===== config.mk =====
export PLATFORM = sky130hd
export DESIGN_NAME = index_seq_3b
export DESIGN_NICKNAME = d
export VERILOG_FILES = /design/src/rtl/index_seq_3b.sv
export SDC_FILE = /design/constraint.sdc
export NUM_CORES = 1
export LEC_CHECK = 0
export ABC_AREA = 0
export CAP_MARGIN = 15
export CORE_MARGIN = 8
export CORE_UTILIZATION = 45
export DETAILED_ROUTE_END_ITERATION = 8
export PLACE_DENSITY_LB_ADDON = 0.1
export SYNTH_ARGS = -nofsm -noshare
export SYNTH_HDL_FRONTEND = slang
export SYNTH_SLANG_ARGS = --single-unit

===== constraint.sdc =====
create_clock -name sclk -period 2.3 [get_ports sclk]
set_clock_uncertainty 0.05 [all_clocks]
set_input_delay 0.69 -clock sclk [delete_from_list [all_inputs] [get_ports sclk]]
set_output_delay 0.69 -clock sclk [all_outputs]
set_load 0.005 [all_outputs]

===== src/rtl/index_seq_3b.sv =====
// index_seq_3b: 3-bit index sequencer (rotate / ping-pong / hold) feeding a 3-to-8 decoder,
// with debounced active-low run/pause and direction pushbuttons.
module index_seq_3b #(
   parameter int STEP_CNT_MAX = 24_999_999,
   parameter int DEBOUNCE_MAX = 999_999
) (
   input  logic       sclk,
   input  logic       s_rst,
   input  logic       pi_key_run,
   input  logic       pi_key_dir,
   input  logic [1:0] pi_mode,
   output logic [2:0] po_data,
   output logic       po_step,
   output logic       po_running
);
   localparam int PW = STEP_CNT_MAX > 0 ? $clog2(STEP_CNT_MAX + 1) : 1;
   localparam int DW = DEBOUNCE_MAX > 0 ? $clog2(DEBOUNCE_MAX + 1) : 1;
   localparam logic [PW-1:0] PRE_TC = PW'(STEP_CNT_MAX);
   localparam logic [DW-1:0] DB_TC = DW'(DEBOUNCE_MAX);

   logic [1:0] key_raw, key_s1, key_s2, key_acc, key_hit, press;
   logic [DW-1:0] db_cnt [2];
   logic [PW-1:0] pre;
   logic run, dir, hold, step, turn_dn, turn_up, dir_nx;
   logic [2:0] data_nx;

   assign key_raw = {pi_key_dir, pi_key_run};

   // The counter runs only while the synchronized level disagrees with the accepted one,
   // so any bounce back to the accepted level restarts the stability window.
   always_comb begin
      key_hit = '0;
      press = '0;
      for (int k = 0; k < 2; k++) begin
         key_hit[k] = key_s2[k] != key_acc[k] && db_cnt[k] == DB_TC;
         press[k] = key_hit[k] && !key_s2[k];
      end
   end

   always_ff @(posedge sclk) begin
      if (s_rst) begin
         key_s1 <= '1;
         key_s2 <= '1;
         key_acc <= '1;
         db_cnt <= '{default: '0};
      end else begin
         key_s1 <= key_raw;
         key_s2 <= key_s1;
         for (int k = 0; k < 2; k++) begin
            db_cnt[k] <= key_s2[k] == key_acc[k] || key_hit[k] ? '0 : db_cnt[k] + 1'b1;
            if (key_hit[k]) key_acc[k] <= key_s2[k];
         end
      end
   end

   // A dir press lands after the step's own end-stop reversal has been applied.
   always_comb begin
      hold = pi_mode[1];
      step = run && !hold && pre == PRE_TC;
      turn_dn = pi_mode == 2'b01 && !dir && po_data == 3'd7;
      turn_up = pi_mode == 2'b01 && dir && po_data == 3'd0;
      data_nx = turn_dn ? 3'd6 : turn_up ? 3'd1 : dir ? po_data - 3'd1 : po_data + 3'd1;
      dir_nx = (step ? dir ^ (turn_dn | turn_up) : dir) ^ press[1];
   end

   always_ff @(posedge sclk) begin
      if (s_rst) begin
         pre <= '0;
         run <= 1'b1;
         dir <= 1'b0;
         po_data <= '0;
         po_step <= 1'b0;
      end else begin
         pre <= hold || step ? '0 : run ? pre + 1'b1 : pre;
         run <= run ^ press[0];
         dir <= dir_nx;
         po_step <= step;
         if (step) po_data <= data_nx;
      end
   end

   assign po_running = run;
endmodule


==> out/metrics.yaml <==
run_status:
  status: "finished clean"
synthesis:
  yosysSeqAreaShare_pct: 44.5
  synth_area_mm2: 0.00346
  async_flop_share_pct: 0
  yosys_register_bits: 77
  synth.distinct_cells: 47
  synth_cells: 391
  synth_ff_type: "dfxtp_1"
  synth_fp_nets: 401
  synth_edf_count: 0
  avgSynthCellArea_um2: 8.86
  synth_warnings: 0
floorplanning:
  row_count: 32
  start_util_pct: 45.5
  fp.dieW_um: 104
  io_pins: 11
  die_y_um: 104
  core_area_mm2: 0.00761
  dieArea_mm2: 0.0108
timing:
  fin_hold_ws_ps: 371
  period_needed_ps: 2230
  max_slew.worst_pin.slew_ps: 539
  max_freq_ghz: 0.449
  grt_setup_unrepaired: "false"
  tns_ps: 0
  hold_viol: 0
  drv_slew: 0
  finalCritPeriodShare_pct: 96.8
  max-slew-margin-rel_pct: 63.8
  setup_viol_count_final: 0
cts:
  cts_tree: "done"
  cts.sinks: 77
  htreeDepth: 3
  cts.path.max_buffers: 2
  cts_hold_buffers: 0
  clk_pin_slew_ps: 80
  cts_buffers: 9
  clock_latency_ps: 350
  root_buffer: "clkbuf_8"
worst_setup_path:
  r2r_start: "db_cnt[12]$_SDFF_PP0_"
  end_kind: "register"
  required_ps: 2470
  start_kind: "register"
  crit_arrival_ps: 2400
  startpoint: "db_cnt[12]$_SDFF_PP0_"
  critPathKind: "reg2reg"
  worstPathMaxFanout: 3
layout:
  n_antenna_cell: 0
  stdcell_count: 540
  syn_to_final_growth_pct: 19.3
  drive_gt1_share_pct: 14.2
  fin_nets: 443
route:
  final_antenna_net_count: 0
  wl_per_cell_um: 12.1
  drt_drc_violations_left: 0
  drt_first_iter_violations: 57
  viasPerCell: 4.98
  drt-total-wl_mm: 6.54
  drt_first_pass_iters: 4
  via_count: 2689
placement:
  globalplace.congestion: 0.812
  dp_hpwl_mm: 4.65
  portBuffers: 10
  place_inst: 523
grt:
  grt_pass1_vias: 2512
  grt_pass1_wl_mm: 11.5
  grt_max_degree: 21
  antenna_found_initial: 0
  overflow: 0
  grt_usage_pct: 12.7
power:
  p_per_area_mw_per_mm2: 618
  power_mw: 2.56
  p_leak_nw: 1.47
  ir_worst_vdd_mv: 0.278
job:
  cap_violations: 0
hold_path:
  holdCritStartpoint: "key_s1[1]$_SDFF_PP1_"
  hp-class: "reg2reg"
synthesized netlist by cell type, types with 2 or more instances:
| library cell | number | area share [%] |
|---|---|---|
| or4_1 | 3 | 0.65 |
| xor2_1 | 34 | 8.6 |
| o21ai_0 | 4 | 0.58 |
| nor2_1 | 76 | 8.2 |
| nor4_1 | 6 | 1.1 |
| or2_2 | 6 | 1.1 |
| xnor2_1 | 28 | 7.1 |
| dfxtp_1 | 77 | 44 |
| nor3b_1 | 2 | 0.43 |
| buf_8 | 2 | 0.87 |
| nor3_1 | 11 | 1.6 |
| nand4_1 | 16 | 2.9 |
| buf_2 | 2 | 0.29 |
| o31a_1 | 2 | 0.51 |
| or3_1 | 3 | 0.54 |
| or3b_2 | 2 | 0.51 |
| mux2i_1 | 2 | 0.58 |
| and3_1 | 13 | 2.3 |
| nor4b_1 | 4 | 1.0 |
| inv_1 | 12 | 1.3 |
| nand3_1 | 22 | 3.2 |
| nand2_1 | 28 | 3.0 |
| nor2b_1 | 2 | 0.36 |
| a211o_1 | 2 | 0.51 |
| ha_1 | 3 | 1.1 |
| clkbuf_1 | 5 | 0.54 |
| and4_1 | 3 | 0.76 |
| a41oi_1 | 2 | 0.51 |
sequential cells by signal (all words and copies together), names as in the netlist:
register	count
po_running	1
key_s1	2
pre	25
key_acc	2
db_cnt	40
dir	1
key_s2	2
po_data	3
po_step	1
per-stage QoR:
stage | util, % | instance area (µm²) | setup WS [ps]
2_1_floorplan | - | 3470 | 53.5
3_3_place_gp | 50.8 | 3860 | -441
3_5_place_dp | 50.8 | 3860 | -437
4_1_cts | 54.0 | 4110 | 7.11
5_1_grt | 54.3 | 4130 | 15.4
6_report | 54.3 | 4130 | 74.6
layer usage:
metal	wire length [µm]	share of wire [%]	track usage, %
met4	102	1.6	6.20
met3	234	3.6	2.66
met2	2800	43	18.7
met1	3400	52	17.2
met5	0	0	0
what timing repair did:
action                     4_1_cts  5_1_grt
setup buffers                    0        1
pin swaps                        0        3
gates resized for setup          3        5
setup endpoints to repair        1       28
cloned                           0        0
cell usage in the layout, fill, tap and decap left out, types with 3 or more instances in the layout:
cell	n
dfxtp_1	77
nor2_1	76
xor2_1	34
xnor2_1	28
nand2_1	28
buf_4	27
nand3_1	22
nand4_1	16
and3_1	13
inv_1	12
nor3_1	11
clkbuf_8	10
clkdlybuf4s50_1	9
or2_2	6
nor4_1	5
nor4b_1	4
and4_1	3
o21ai_0	3
or4_1	3
ha_1	3
buf_6	3
area by class of cell:
| class | instances | area, µm² |
|---|---|---|
| Clock buffer | 10 | 138 |
| Clock inverter | 6 | 92.6 |
| Fill cell | 734 | 3470 |
| Inverter | 12 | 45.0 |
| Multi-Input combinational cell | 292 | 1830 |
| Sequential cell | 77 | 1540 |
| Tap cell | 102 | 128 |
| Timing Repair Buffer | 41 | 359 |
worst paths after layout:
kind	to	slack (ps)	cells after the start
max	dir$_SDFF_PP0_	70	5
min	key_s2[1]$_SDFF_PP1_	370	1
max reg2reg	dir$_SDFF_PP0_	70	5
min reg2reg	key_s2[1]$_SDFF_PP1_	370	1
power breakdown:
part / switching [mW] / internal (mW) / leakage [nW]
Sequential: 0.00500 / 1.34 / 0.621
Combinational: 0.0259 / 0.0268 / 0.735
Clock: 0.511 / 0.648 / 0.110
Total: 0.542 / 2.01 / 1.47
critical path, stage by stage, from the launching register on:
cell and delay (ps):
dfxtp_1 310, or4_1 510, or4_1 600, o31a_1 330, nor3_1 240, nor3b_2 70
kinds of logic after synthesis:
family	share of synthesized area, %
muxes	0.578
and+or+nand+nor	31.1
DFF	44.5
adders and majority gates	1.66
xor gates and xnor gates	15.7
buffers and inverters	3.32
AOI/OAI and AO/OA	3.14
(Power assumes the default switching activity.)
